File: src/rtl/mips_pkg.sv
// Shared types and helpers for the instruction-fetch stage.
package mips_pkg;

  localparam int unsigned INSTR_W    = 32;
  localparam int unsigned WORD_BYTES = 4;

  typedef enum logic [0:0] {
    RUN   = 1'b0,
    DRAIN = 1'b1
  } fetch_state_t;

  typedef struct packed {
    logic [INSTR_W-1:0] instr;
    logic [INSTR_W-1:0] pc;
  } fetch_entry_t;

  // Sequential PC of the next word; wraps modulo 2^32.
  function automatic logic [INSTR_W-1:0] pc_next(input logic [INSTR_W-1:0] pc);
    return pc + INSTR_W'(WORD_BYTES);
  endfunction

  // PC of the request issued `words` fetches before `pc`.
  function automatic logic [INSTR_W-1:0] pc_back(input logic [INSTR_W-1:0] pc,
                                                 input logic [INSTR_W-1:0] words);
    return pc - (words << 2);
  endfunction

endpackage

File: src/rtl/fetch_fifo.sv
// Circular buffer of fetched {instr, pc} entries with flush; head is read combinationally.
module fetch_fifo
  import mips_pkg::*;
#(
  parameter  int unsigned DEPTH = 4,
  localparam int unsigned CNT_W = $clog2(DEPTH) + 1
) (
  input  logic             clk,
  input  logic             rst,
  input  logic             i_push,
  input  fetch_entry_t     i_data,
  input  logic             i_pop,
  input  logic             i_flush,
  output fetch_entry_t     o_head,
  output logic [CNT_W-1:0] o_count,
  output logic             o_full,
  output logic             o_empty
);

  localparam int unsigned PTR_W = $clog2(DEPTH);

  fetch_entry_t     r_mem [DEPTH];
  logic [PTR_W-1:0] r_rd_ptr;
  logic [PTR_W-1:0] r_wr_ptr;
  logic [CNT_W-1:0] r_count;
  logic             w_do_push;
  logic             w_do_pop;

  assign o_empty   = (r_count == '0);
  assign o_full    = (r_count == CNT_W'(DEPTH));
  assign o_count   = r_count;
  assign o_head    = r_mem[r_rd_ptr];
  assign w_do_pop  = i_pop && !o_empty;
  // A pop frees the slot a same-cycle push lands in when full.
  assign w_do_push = i_push && (!o_full || w_do_pop);

  always_ff @(posedge clk) begin
    if (rst || i_flush) begin
      r_rd_ptr <= '0;
      r_wr_ptr <= '0;
      r_count  <= '0;
    end else begin
      if (w_do_push) r_wr_ptr <= r_wr_ptr + PTR_W'(1);
      if (w_do_pop)  r_rd_ptr <= r_rd_ptr + PTR_W'(1);
      r_count <= r_count + CNT_W'(w_do_push) - CNT_W'(w_do_pop);
    end
  end

  always_ff @(posedge clk) begin
    if (w_do_push && !i_flush && !rst) r_mem[r_wr_ptr] <= i_data;
  end

endmodule

File: src/rtl/fetch_unit.sv
// PC owner and fetch issue/collect stage with redirect flush and in-flight drain.
// Optional feature macro: MISALIGN_TRAP_EN (sticky misaligned-redirect trap that halts fetch).
module fetch_unit
  import mips_pkg::*;
#(
  parameter int unsigned        DEPTH    = 4,
  parameter logic [INSTR_W-1:0] RESET_PC = 32'h0
) (
  input  logic               clk,
  input  logic               rst,
  output logic               imem_req_valid,
  input  logic               imem_req_ready,
  output logic [INSTR_W-1:0] imem_req_addr,
  input  logic               imem_rsp_valid,
  input  logic [INSTR_W-1:0] imem_rsp_data,
  input  logic               redirect_valid,
  input  logic [INSTR_W-1:0] redirect_pc,
  output logic               out_valid,
  input  logic               out_ready,
  output logic [INSTR_W-1:0] out_instr,
  output logic [INSTR_W-1:0] out_pc,
  output logic [INSTR_W-1:0] out_pc_plus4,
  output logic               misalign_err
);

  localparam int unsigned CNT_W = $clog2(DEPTH) + 1;
  localparam int unsigned SUM_W = CNT_W + 1;

  fetch_state_t       r_state;
  fetch_state_t       w_state_nxt;
  logic [INSTR_W-1:0] r_fetch_pc;
  logic [INSTR_W-1:0] w_fetch_pc_nxt;
  logic [CNT_W-1:0]   r_outstanding;
  logic [CNT_W-1:0]   w_outstanding_nxt;

  logic               w_credit;
  logic               w_halt;
  logic               w_accept;
  logic               w_rsp_take;
  logic [INSTR_W-1:0] w_rsp_pc;
  logic [INSTR_W-1:0] w_redirect_pc;
  logic               w_push;
  logic               w_pop;
  logic               w_flush;
  fetch_entry_t       w_push_data;
  fetch_entry_t       w_head;
  logic [CNT_W-1:0]   w_count;
  logic               w_fifo_full;
  logic               w_fifo_empty;

`ifdef MISALIGN_TRAP_EN
  logic r_misalign;

  assign w_redirect_pc = redirect_pc;
  assign w_halt        = r_misalign;
  assign misalign_err  = r_misalign && !rst;

  always_ff @(posedge clk) begin
    if (rst) begin
      r_misalign <= 1'b0;
    end else if (redirect_valid && (redirect_pc[1:0] != 2'b00)) begin
      r_misalign <= 1'b1;
    end
  end
`else
  logic w_unused_pc_lsb;

  assign w_unused_pc_lsb = ^redirect_pc[1:0];
  assign w_redirect_pc   = {redirect_pc[INSTR_W-1:2], 2'b00};
  assign w_halt          = 1'b0;
  assign misalign_err    = 1'b0;
`endif

  // Credit covers both in-flight and buffered words so a response always has a slot.
  assign w_credit       = (SUM_W'(r_outstanding) + SUM_W'(w_count)) < SUM_W'(DEPTH);
  assign imem_req_valid = !rst && (r_state == RUN) && w_credit && !w_halt;
  assign imem_req_addr  = r_fetch_pc;
  assign w_accept       = imem_req_valid && imem_req_ready;
  assign w_rsp_take     = imem_rsp_valid && (r_outstanding != '0);
  assign w_rsp_pc       = pc_back(r_fetch_pc, INSTR_W'(r_outstanding));

  assign w_push_data.instr = imem_rsp_data;
  assign w_push_data.pc    = w_rsp_pc;

  assign out_valid    = !rst && !w_fifo_empty;
  assign out_instr    = w_head.instr;
  assign out_pc       = w_head.pc;
  assign out_pc_plus4 = pc_next(w_head.pc);

  fetch_fifo #(
    .DEPTH (DEPTH)
  ) u_fifo (
    .clk     (clk),
    .rst     (rst),
    .i_push  (w_push),
    .i_data  (w_push_data),
    .i_pop   (w_pop),
    .i_flush (w_flush),
    .o_head  (w_head),
    .o_count (w_count),
    .o_full  (w_fifo_full),
    .o_empty (w_fifo_empty)
  );

  always_ff @(posedge clk) begin
    if (rst) begin
      r_state       <= RUN;
      r_fetch_pc    <= RESET_PC;
      r_outstanding <= '0;
    end else begin
      r_state       <= w_state_nxt;
      r_fetch_pc    <= w_fetch_pc_nxt;
      r_outstanding <= w_outstanding_nxt;
    end
  end

  // Redirect beats push/pop; a request accepted alongside it stays in flight and is drained.
  always_comb begin
    w_state_nxt       = r_state;
    w_fetch_pc_nxt    = r_fetch_pc;
    w_outstanding_nxt = r_outstanding + CNT_W'(w_accept) - CNT_W'(w_rsp_take);
    w_push            = 1'b0;
    w_pop             = 1'b0;
    w_flush           = 1'b0;

    if (w_accept) w_fetch_pc_nxt = pc_next(r_fetch_pc);

    if (redirect_valid) begin
      w_flush        = 1'b1;
      w_fetch_pc_nxt = w_redirect_pc;
      w_state_nxt    = (w_outstanding_nxt != '0) ? DRAIN : RUN;
    end else begin
      case (r_state)
        RUN: begin
          w_push = w_rsp_take;
          w_pop  = out_valid && out_ready;
        end
        DRAIN: begin
          if (w_outstanding_nxt == '0) w_state_nxt = RUN;
        end
        default: w_state_nxt = RUN;
      endcase
    end
  end

`ifndef SYNTHESIS
  a_no_overflow: assert property (@(posedge clk) disable iff (rst)
    !(w_push && w_fifo_full && !w_pop));
`endif

endmodule

File: config.mk
export PLATFORM = sky130hd
export DESIGN_NAME = fetch_unit
export DESIGN_NICKNAME = d
export VERILOG_FILES = /design/src/rtl/mips_pkg.sv /design/src/rtl/fetch_fifo.sv /design/src/rtl/fetch_unit.sv
export SDC_FILE = /design/constraint.sdc
export NUM_CORES = 1
export LEC_CHECK = 0
export ABC_AREA = 1
export ABC_CLOCK_PERIOD_IN_PS = 5890
export CORE_ASPECT_RATIO = 1.2
export CORE_MARGIN = 10
export CORE_UTILIZATION = 55
export CTS_CLUSTER_DIAMETER = 30
export DETAILED_ROUTE_END_ITERATION = 7
export HOLD_SLACK_MARGIN = 0.05
export PLACE_DENSITY = 0.81
export SYNTH_ARGS = -nofsm -noshare
export SYNTH_HDL_FRONTEND = slang
export SYNTH_HIERARCHICAL = 1
export SYNTH_SLANG_ARGS = --single-unit
File: constraint.sdc
create_clock -name clk -period 5.89 [get_ports clk]
set_input_delay 0.589 -clock clk [delete_from_list [all_inputs] [get_ports clk]]
set_output_delay 0.589 -clock clk [all_outputs]
set_load 0.05 [all_outputs]
# ---- Yosys cells after proc, flatten, opt, wreduce, memory -nomap -nowiden
# Memory sizes are Yosys's and may differ from the RTL's. A register that Yosys moved wholly into a read port is not among the register bits.
# Index checks and enable logic that the tools add are counted.
dict set report classes {
  addsub 10
  order_cmp 1
  eq_ne 1
  mux 15
  n_bitwise 1
  n_reduce_logical 22
}
# operator n
set ops {}
lappend ops {{32-bit by 3-bit adder with 32-bit output (second input constant)} 2}
lappend ops {{32-bit 2-to-1 mux} 2}
lappend ops {{32-bit by 5-bit subtractor with 32-bit output} 1}
lappend ops {{1-bit 2-to-1 mux} 11}
lappend ops {{1-bit logical AND} 10}
lappend ops {{3-bit by 1-bit adder with 3-bit output} 2}
lappend ops {{3-bit logical NOT} 2}
lappend ops {{3-bit nonzero test} 2}
lappend ops {{3-bit by 1-bit subtractor with 3-bit output} 2}
lappend ops {{2-bit by 1-bit adder with 2-bit output (second input constant)} 2}
lappend ops {{3-bit by 3-bit adder with 4-bit output} 1}
lappend ops {{1-bit logical NOT} 4}
lappend ops {{4-bit by 3-bit < comparator with 1-bit output (second input constant)} 1}
lappend ops {{2-bit 2-to-1 mux} 2}
lappend ops {{3-bit equality test (second input constant)} 1}
lappend ops {{1-bit logical OR} 2}
lappend ops {{2-bit nonzero test} 1}
lappend ops {{2-bit OR reduction} 1}
lappend ops {{1-bit NOT} 1}
dict set report totals {
  reg_bits 43
  mem_bits_rw 256
  word_cells 58
  mem_count 1
}
# memory words width read_ports rd_clocked_by_memory_dff wr line
set mem_list {}
lappend mem_list {u_fifo.r_mem 4 64 1 1 1 fetch_fifo.sv:22} ;# fetch_entry_t r_mem [DEPTH];

# ---- Longest topological paths before layout
# Gate-level depths: netlist of run 1.
dict set report depth {
  depth_word 13
  depth_mapped 16
}

# ---- By module
# The synthesis of run 1 kept the hierarchy.
# mod n_inst cells_per_inst area_each_um2 seq_area_each_um2
set modules_own_cells {}
lappend modules_own_cells {fetch_fifo 1 691 9998.3 7867.5}
lappend modules_own_cells {fetch_unit 1 661 3936.3 680.7}

# ---- Least setup slack after synthesis of run 1
# Ideal clock, no wire load.
dict set report synth_path {
  kind {input port to flip-flop}
  startpoint {in rst}
  endpoint {mem u_fifo/r_mem[0][0] in the netlist's numbering (enable)}
  t_arrival_ps 4794
  required_time_ps 5404
  path_slack_ps 610
  cell_stages 10
  cell_sequence {buf_6 > nor2_1 > nand2_1 > nor2_1 > inv_1 > nand3_1 > nand2_1 > inv_1 > nand2_1 > nor2_1}
}
dict set report synth_between {
  elab_chain_len 12
}
# element line
set synth_lines {}
lappend synth_lines {{start: declaration} fetch_unit.sv:10} ;# input logic rst,
lappend synth_lines {{1-bit logical NOT} fetch_unit.sv:85} ;# assign out_valid = !rst && !w_fifo_empty;
lappend synth_lines {{1-bit logical AND} fetch_unit.sv:85}
lappend synth_lines {{named net out_valid} fetch_unit.sv:18} ;# output logic out_valid,
lappend synth_lines {{1-bit logical AND} fetch_unit.sv:136} ;# w_pop = out_valid && out_ready;
lappend synth_lines {{1-bit 2-to-1 mux} fetch_unit.sv:133} ;# case (r_state)
lappend synth_lines {{1-bit 2-to-1 mux} fetch_unit.sv:128} ;# if (redirect_valid) begin
lappend synth_lines {{named net w_pop} fetch_unit.sv:43} ;# logic w_pop;
lappend synth_lines {{1-bit logical AND} fetch_fifo.sv:33} ;# assign w_do_pop = i_pop && !o_empty;
lappend synth_lines {{1-bit logical OR} fetch_fifo.sv:35} ;# assign w_do_push = i_push && (!o_full || w_do_pop);
lappend synth_lines {{1-bit logical AND} fetch_fifo.sv:35}
lappend synth_lines {{1-bit logical AND (2 in a row)} fetch_fifo.sv:50} ;# if (w_do_push && !i_flush && !rst) r_mem[r_wr_ptr] <= i_data;
lappend synth_lines {{1-bit 2-to-1 mux} fetch_fifo.sv:50}
lappend synth_lines {{1-bit 2-to-1 mux (implied by the code)} fetch_fifo.sv:50}
lappend synth_lines {{end: declaration} fetch_fifo.sv:22}
# The timed path passes the listed nets, and every way through them passes these cells.

==> results of run 1 <==
==> tightest hold or removal path: stages, from the launching register on <==
cell	delay, ns
sky130_fd_sc_hd__dfxtp_1	0.32
sky130_fd_sc_hd__nand2_1	0.07
sky130_fd_sc_hd__a21oi_1	0.07
==> how the worst min path moves through the flow <==
| stage | slack (ns) | end | startpoint | cells after the start |
|---|---|---|---|---|
| after floorplan | 0.47 | register | u_fifo/r_rd_ptr[1] | 2 |
| after global placement | 0.48 | register | u_fifo/r_rd_ptr[1] | 2 |
| after detailed placement | 0.49 | register | u_fifo/r_rd_ptr[1] | 2 |
| after CTS | 0.50 | register | u_fifo/r_rd_ptr[1] | 2 |
| after global routing | 0.53 | register | u_fifo/r_rd_ptr[1] | 2 |
| final | 0.50 | register | u_fifo/r_rd_ptr[1] | 2 |
==> metrics by stage <==
step           cells  util [%]  total power, uW  area, sq um  hold slack, ns
3_5_place_dp    1833      64.6             3200        16000           0.493
2_1_floorplan   1361         -             2960        14000           0.468
5_1_grt         1907      70.1             5740        17400           0.525
6_report        1908      70.1             5540        17400           0.502
3_3_place_gp    1833      64.6             3180        16000           0.479
4_1_cts         1907      70.1             5570        17400           0.498
==> sequential cells by signal, indices dropped and copies added (netlist names), named ones only <==
name and cells:
u_fifo/r_mem 256, imem_req_addr 30, r_outstanding 3, u_fifo/o_count 3, u_fifo/r_rd_ptr 2, u_fifo/r_wr_ptr 2
r_state 1
==> routing by layer <==
metal	vias up	GRT usage (%)	share of wire (%)
li1	5033	-	-
met1	5071	26.3	38
met2	547	36.1	49
met3	80	4.46	10
met4	0	7.83	3.1
met5	-	0	0
==> power breakdown <==
part | leakage (uW) | switching [uW] | internal [uW]
combinational | 0.00299 | 476 | 231
clock | 0.000635 | 949 | 1430
sequential | 0.00267 | 49.5 | 2410
total | 0.00630 | 1470 | 4070
==> area by class of cell <==
cell class	count	share of cell area (%)
clock buffer	46	6.13
tap	325	2.34
timing repair buffer	210	11.9
multi-input combinational	887	26.4
antenna	1	0.0144
sequential	299	49.2
inverter	112	2.44
clock inverter	28	1.64
==> run summary, run 1 <==
Data on the critical path arrives at its endpoint at 4.62 ns. The pre-antenna-repair detailed-routing pass consisted of 5 iterations. The standby leakage power is 0.00630 uW.

Summing over every cut layer, the via total after detailed routing is 10731. The fill cell instance count of the final layout is 1782. The category of the most critical setup path is reg2out.

The number of endpoints with negative hold slack in the final report is 0. The number of antenna-violating nets in the routed design came out at 0. The final number of setup-violating endpoints is 0. Compared with the post-synthesis result, the final layout area differs by 24.9%. The total negative setup slack came out at 0 ns. The number of rows in the core area came out at 63. The initial core utilization is 56.1%. The synthesis warning total came out at 6. The number of remaining DRC errors came out at 0. The post-placement worst setup slack came out at 1.26 ns. The worst-path maximum fanout came out at 37. The tightest min-delay check is of the reg2reg type. The H-tree level count is 2. The average instance area after synthesis came out at 10.3 sq um. For the worst flop-to-flop path, the logic depth is 13. STA classifies the critical path endpoint as an output port. The die covers 32100 sq um. The count of clock tree sinks came out at 299. After clock tree synthesis, the clock-pin slew on the worst setup and hold paths is 0.05 ns. The library cells used most frequently in the layout, excluding fill and tap cells, are 256 x sky130_fd_sc_hd__edfxtp_1, 228 x sky130_fd_sc_hd__nor2_1, 195 x sky130_fd_sc_hd__clkdlybuf4s50_1. The deepest clock path buffer count is 3. The critical path ends at out_pc_plus4[26]. The highest cell delay on the worst timing path is 0.83 ns.

The detail-routed via count per cell came out at 5.62. The clock latency of the later-clocked register in the worst-skew pair is 0.53 ns. STA classifies the critical path startpoint as a register. Buffers added to address setup during post-CTS repair amount to 0. The floorplan step set the die height to 194 um. The total core area came out at 24800 sq um. The number of instances in the synthesized netlist is 1351. The worst endpoint required time is 5.30 ns. Counting the buffers created by CTS gives 41. After the last flow step, the layout net total stands at 1638. The post-route netlist has 7.96% of its cells at a drive strength greater than 1. The die outline width is 165 um. Walking the worst path, the cells encountered are inv_2, o21ai_1, o22ai_1, ha_1, inv_1, nor3_4, nand2_1, nor3_1, xor2_1, clkdlybuf4s50_1.

The initial antenna violation count is 0. The total count of max-transition violations in the final report is 0. The worst path needs 5.21 ns of the cycle, external delays included. The end of the worst register-to-register path is u_fifo/r_mem[2][43]. In this run the number of cells on the critical path is 10.

The number of max-capacitance violations reported came out at 0. Across all setup checks in the final design, the least slack found is 0.685 ns. The maximum achievable frequency is 192 MHz. The first-iteration detailed-routing DRC count is 1059.

The global-route wire length before repair is 54800 um. The peak supply drop is 0.211 mV. Global routing consumed, over all layers together, 21.4% of the routing resources. In this design, the largest share of critical-path delay is due to buffers and inverters.

Leaving out fill and tap cells, the most frequent cell in the layout is sky130_fd_sc_hd__edfxtp_1. Setup repair after global routing left no endpoint under its margin. The hold buffer count at cts came out at 0. TritonCTS built the clock tree. At the end of routability-driven placement, the weighted congestion stood at 0.990.

The residual overflow from global routing is 0. The estimated wirelength of the detail-placed design is 24200 um. The average wire length per cell after detail routing is 18.9 um. The startpoint identified for the worst register-to-register timing path is u_fifo/o_count[1]. 201 I/O pins were placed. The total wire length is 36000 um. The setup check on the worst reg-to-reg path leaves a slack of 3.21 ns. On the critical path, the stage with the largest delay is an instance of sky130_fd_sc_hd__clkdlybuf4s50_1.

The sequential cell area in the final layout came out at 8550 sq um. The netlist area before placement is 13900 sq um. The combined buffer and inverter count along the critical path came out at 3.

The actual transition at the worst max-transition pin came out at 0.806 ns. The footprint of the multi-input gates is 4600 sq um. The flow ran to the end, and the final reports show no timing, DRC or antenna violations. Input and output buffers added on the ports amount to 195. The post-cts gate resize count is 0. The via count of the first global-routing pass came out at 10486. The period utilization is 88.4%. The ratio of total power to cell area came out at 318 nW/um^2. The post-route clock skew is 0.0288 ns. The maximum number of pins on one net before global-route repair came out at 79. The worst slew margin relative to its limit came out at 46.3%.

The tree is rooted in a sky130_fd_sc_hd__clkbuf_16.
Power figures use the tool's default switching activity.
==> run 2, diff against run 1 <==
--- a/config.mk
+++ b/config.mk
@@ -6,14 +6,15 @@
 export NUM_CORES = 1
 export LEC_CHECK = 0
 export ABC_AREA = 1
-export ABC_CLOCK_PERIOD_IN_PS = 5890
+export ABC_CLOCK_PERIOD_IN_PS = 6500
 export CORE_ASPECT_RATIO = 1.2
 export CORE_MARGIN = 10
-export CORE_UTILIZATION = 55
+export CORE_UTILIZATION = 69
 export CTS_CLUSTER_DIAMETER = 30
 export DETAILED_ROUTE_END_ITERATION = 7
+export DONT_BUFFER_PORTS = 1
 export HOLD_SLACK_MARGIN = 0.05
-export PLACE_DENSITY = 0.81
+export PLACE_DENSITY = 0.85
 export SYNTH_ARGS = -nofsm -noshare
 export SYNTH_HDL_FRONTEND = slang
 export SYNTH_HIERARCHICAL = 1
==> constraint.sdc (replaced) <==
create_clock -name clk -period 6.5 [get_ports clk]
set_input_delay 0.65 -clock clk [delete_from_list [all_inputs] [get_ports clk]]
set_output_delay 0.65 -clock clk [all_outputs]
set_load 0.05 [all_outputs]
==> run summary, run 2 (synthesized netlist as in run 1, its figures left out) <==
Based on the critical path, the design can be clocked at up to 190 MHz. The layout-stage area growth over the synthesis result came out at 12.7%. In the routed design, unresolved DRC markers number 0. 0 antenna diodes ended up in the layout. The total count of max-transition violations in the final report was 0. Clock-pin slew was measured on the worst setup and hold paths at 0.07 ns. The ratio of total power to cell area came out at 314 nW/um^2. The detail-routed via count per cell came out at 6.11. Across the VDD grid, the largest voltage drop is 0.267 mV. The actual transition at the worst max-transition pin came out at 1.21 ns. The global-route wire length before repair is 55000 um. The residual overflow from global routing is 0.

STA classifies the critical path startpoint as a register. The worst endpoint required time came out at 5.85 ns. The number of max-capacitance violations reported came out at 0.

The final standard cell count with taps included and fillers excluded came out at 1672. The worst slew margin relative to its limit is 20.5%. During I/O placement, the number of pins put on the boundary was 201. The number of flip-flops under the largest register name came out at 256.

The first routing iteration left 905 violations. The number of endpoints with negative hold slack in the final report came out at 0. Leaving out fill and tap cells, the most frequent cell in the layout is sky130_fd_sc_hd__edfxtp_1. The die is 150 um wide. The post-cts gate resize count came out at 0. The post-route clock skew is 0.0236 ns.

The total core area came out at 19700 sq um. The initial antenna violation count came to 0. The via count of the first global-routing pass came out at 10234.

The run finished with clean final reports. The estimated wirelength of the detail-placed design is 22600 um. The global router's overall resource usage came out at 26.8%.

The net count of the finished layout is 1467. Setup total negative slack on the finished layout was measured at 0 ns. The category of the worst setup path capture point is an output port. The shortest clock period the worst path allows after layout came out at 5.26 ns. The post-route netlist has 12.4% of its cells at a drive strength greater than 1. TritonCTS built the clock tree. The count of clock tree sinks came out at 299. The final number of setup-violating endpoints came out at 0. The H-tree level count is 2. The worst setup path is of the reg2out kind. The first detailed-routing pass ran for 5 iterations.

The maximum number of pins on one net before global-route repair came out at 84. Along the worst path, the maximum fanout reaches 73. The period utilization is 80.9%. Detailed routing inserted a total of 10218 vias. The tightest min-delay check is of the in2reg type. The initialized floorplan defines 56 standard-cell rows. The floorplan die area is 26300 sq um. The count of buffers added by post-CTS timing repair for setup is 0. The number of CTS-inserted buffers came out at 39. The number of antenna-violating nets in the routed design is 0. In the layout the commonest cells are 256 x sky130_fd_sc_hd__edfxtp_1, 228 x sky130_fd_sc_hd__nor2_1, 193 x sky130_fd_sc_hd__nand2_1. The floorplan die height came out at 176 um. u_fifo/r_mem holds more flip-flops than any other register. In this run the tool buffered the top-level ports with 0 buffer cells. The final weighted congestion in routability-driven placement came out at 0.942. The clock latency of the later-clocked register in the worst-skew pair is 0.54 ns.

The total power came out at 4930 uW. The standby leakage power is 0.00573 uW. Including well taps, the total number of placed cells is 1600.

Setup repair after global routing left no endpoint under its margin. The average wire length per cell after detail routing is 21.6 um. The utilization after layout is 79.7%. The CTS root buffer is sky130_fd_sc_hd__clkbuf_16. In this run, post-CTS hold repair placed 0 buffers. At the worst endpoint, the arrival time is 4.61 ns. The worst hold slack is 0.208 ns. The initial core utilization is 70.8%.

Counting along the longest clock path gives a buffer depth of 3. Wires add up to 36200 um.
[run 2: cell types whose count changed in the layout (fill, tap and decap cells not counted), moves of 3 or more]
cell	change
sky130_fd_sc_hd__inv_8	-3
sky130_fd_sc_hd__clkinvlp_4	-4
sky130_fd_sc_hd__o22ai_2	+24
sky130_fd_sc_hd__inv_6	+3
sky130_fd_sc_hd__o22ai_1	-24
sky130_fd_sc_hd__clkinv_2	+3
sky130_fd_sc_hd__buf_4	+26
sky130_fd_sc_hd__clkdlybuf4s50_1	-195
[run 2: per-stage QoR]
step | setup slack, ns | instance area [sq um]
final | 1.24 | 15700
after global placement | 1.91 | 14400
after detailed placement | 1.85 | 14400
after floorplan | 1.16 | 14000
after global routing | 1.00 | 15700
after CTS | 1.25 | 15700
[run 2: worst paths after layout]
check	from	end	slack [ns]	depth (start not counted)
setup / recovery	register	out_pc_plus4[23]	1.24	12
hold / removal	imem_rsp_data[13]	u_fifo/r_mem[0][45]	0.21	0
setup reg to reg	u_fifo/o_count[2]	u_fifo/r_mem[2][44]	2.27	13
hold reg to reg	u_fifo/r_rd_ptr[0]	register	0.51	2
[run 2: routing by layer]
metal | GRT usage [%] | vias up | wire, um
li1 | - | 4700 | -
met1 | 31.2 | 4804 | 12600
met2 | 45.1 | 610 | 18000
met3 | 6.92 | 104 | 4140
met4 | 13.0 | 0 | 1420
met5 | 0 | - | 0
[run 2: layout make-up]
cell class / count / area (sq um)
Clock buffer: 43 / 1010
Tap cell: 261 / 327
Clock inverter: 29 / 328
Fill cell: 1144 / 3990
Inverter: 112 / 425
Multi-Input combinational cell: 887 / 4750
Sequential cell: 299 / 8550
Timing Repair Buffer: 41 / 308
[run 2: worst max-delay path, cell delays in order (launching register included)]
cell and delay [ns]:
sky130_fd_sc_hd__dfxtp_4 0.71, sky130_fd_sc_hd__buf_4 0.67, sky130_fd_sc_hd__o21ai_0 0.24, sky130_fd_sc_hd__o22ai_2 0.79
sky130_fd_sc_hd__nand3_2 0.35, sky130_fd_sc_hd__inv_1 0.15, sky130_fd_sc_hd__nand2_2 0.12, sky130_fd_sc_hd__nor2_4 0.14
sky130_fd_sc_hd__nand2_1 0.11, sky130_fd_sc_hd__nor2_2 0.22, sky130_fd_sc_hd__nand2_1 0.11, sky130_fd_sc_hd__xnor2_1 0.19
sky130_fd_sc_hd__buf_4 0.24
[run 2: power breakdown]
part / switching (uW) / internal, uW
Sequential: 92.9 / 2180
Clock: 848 / 1320
Combinational: 358 / 129
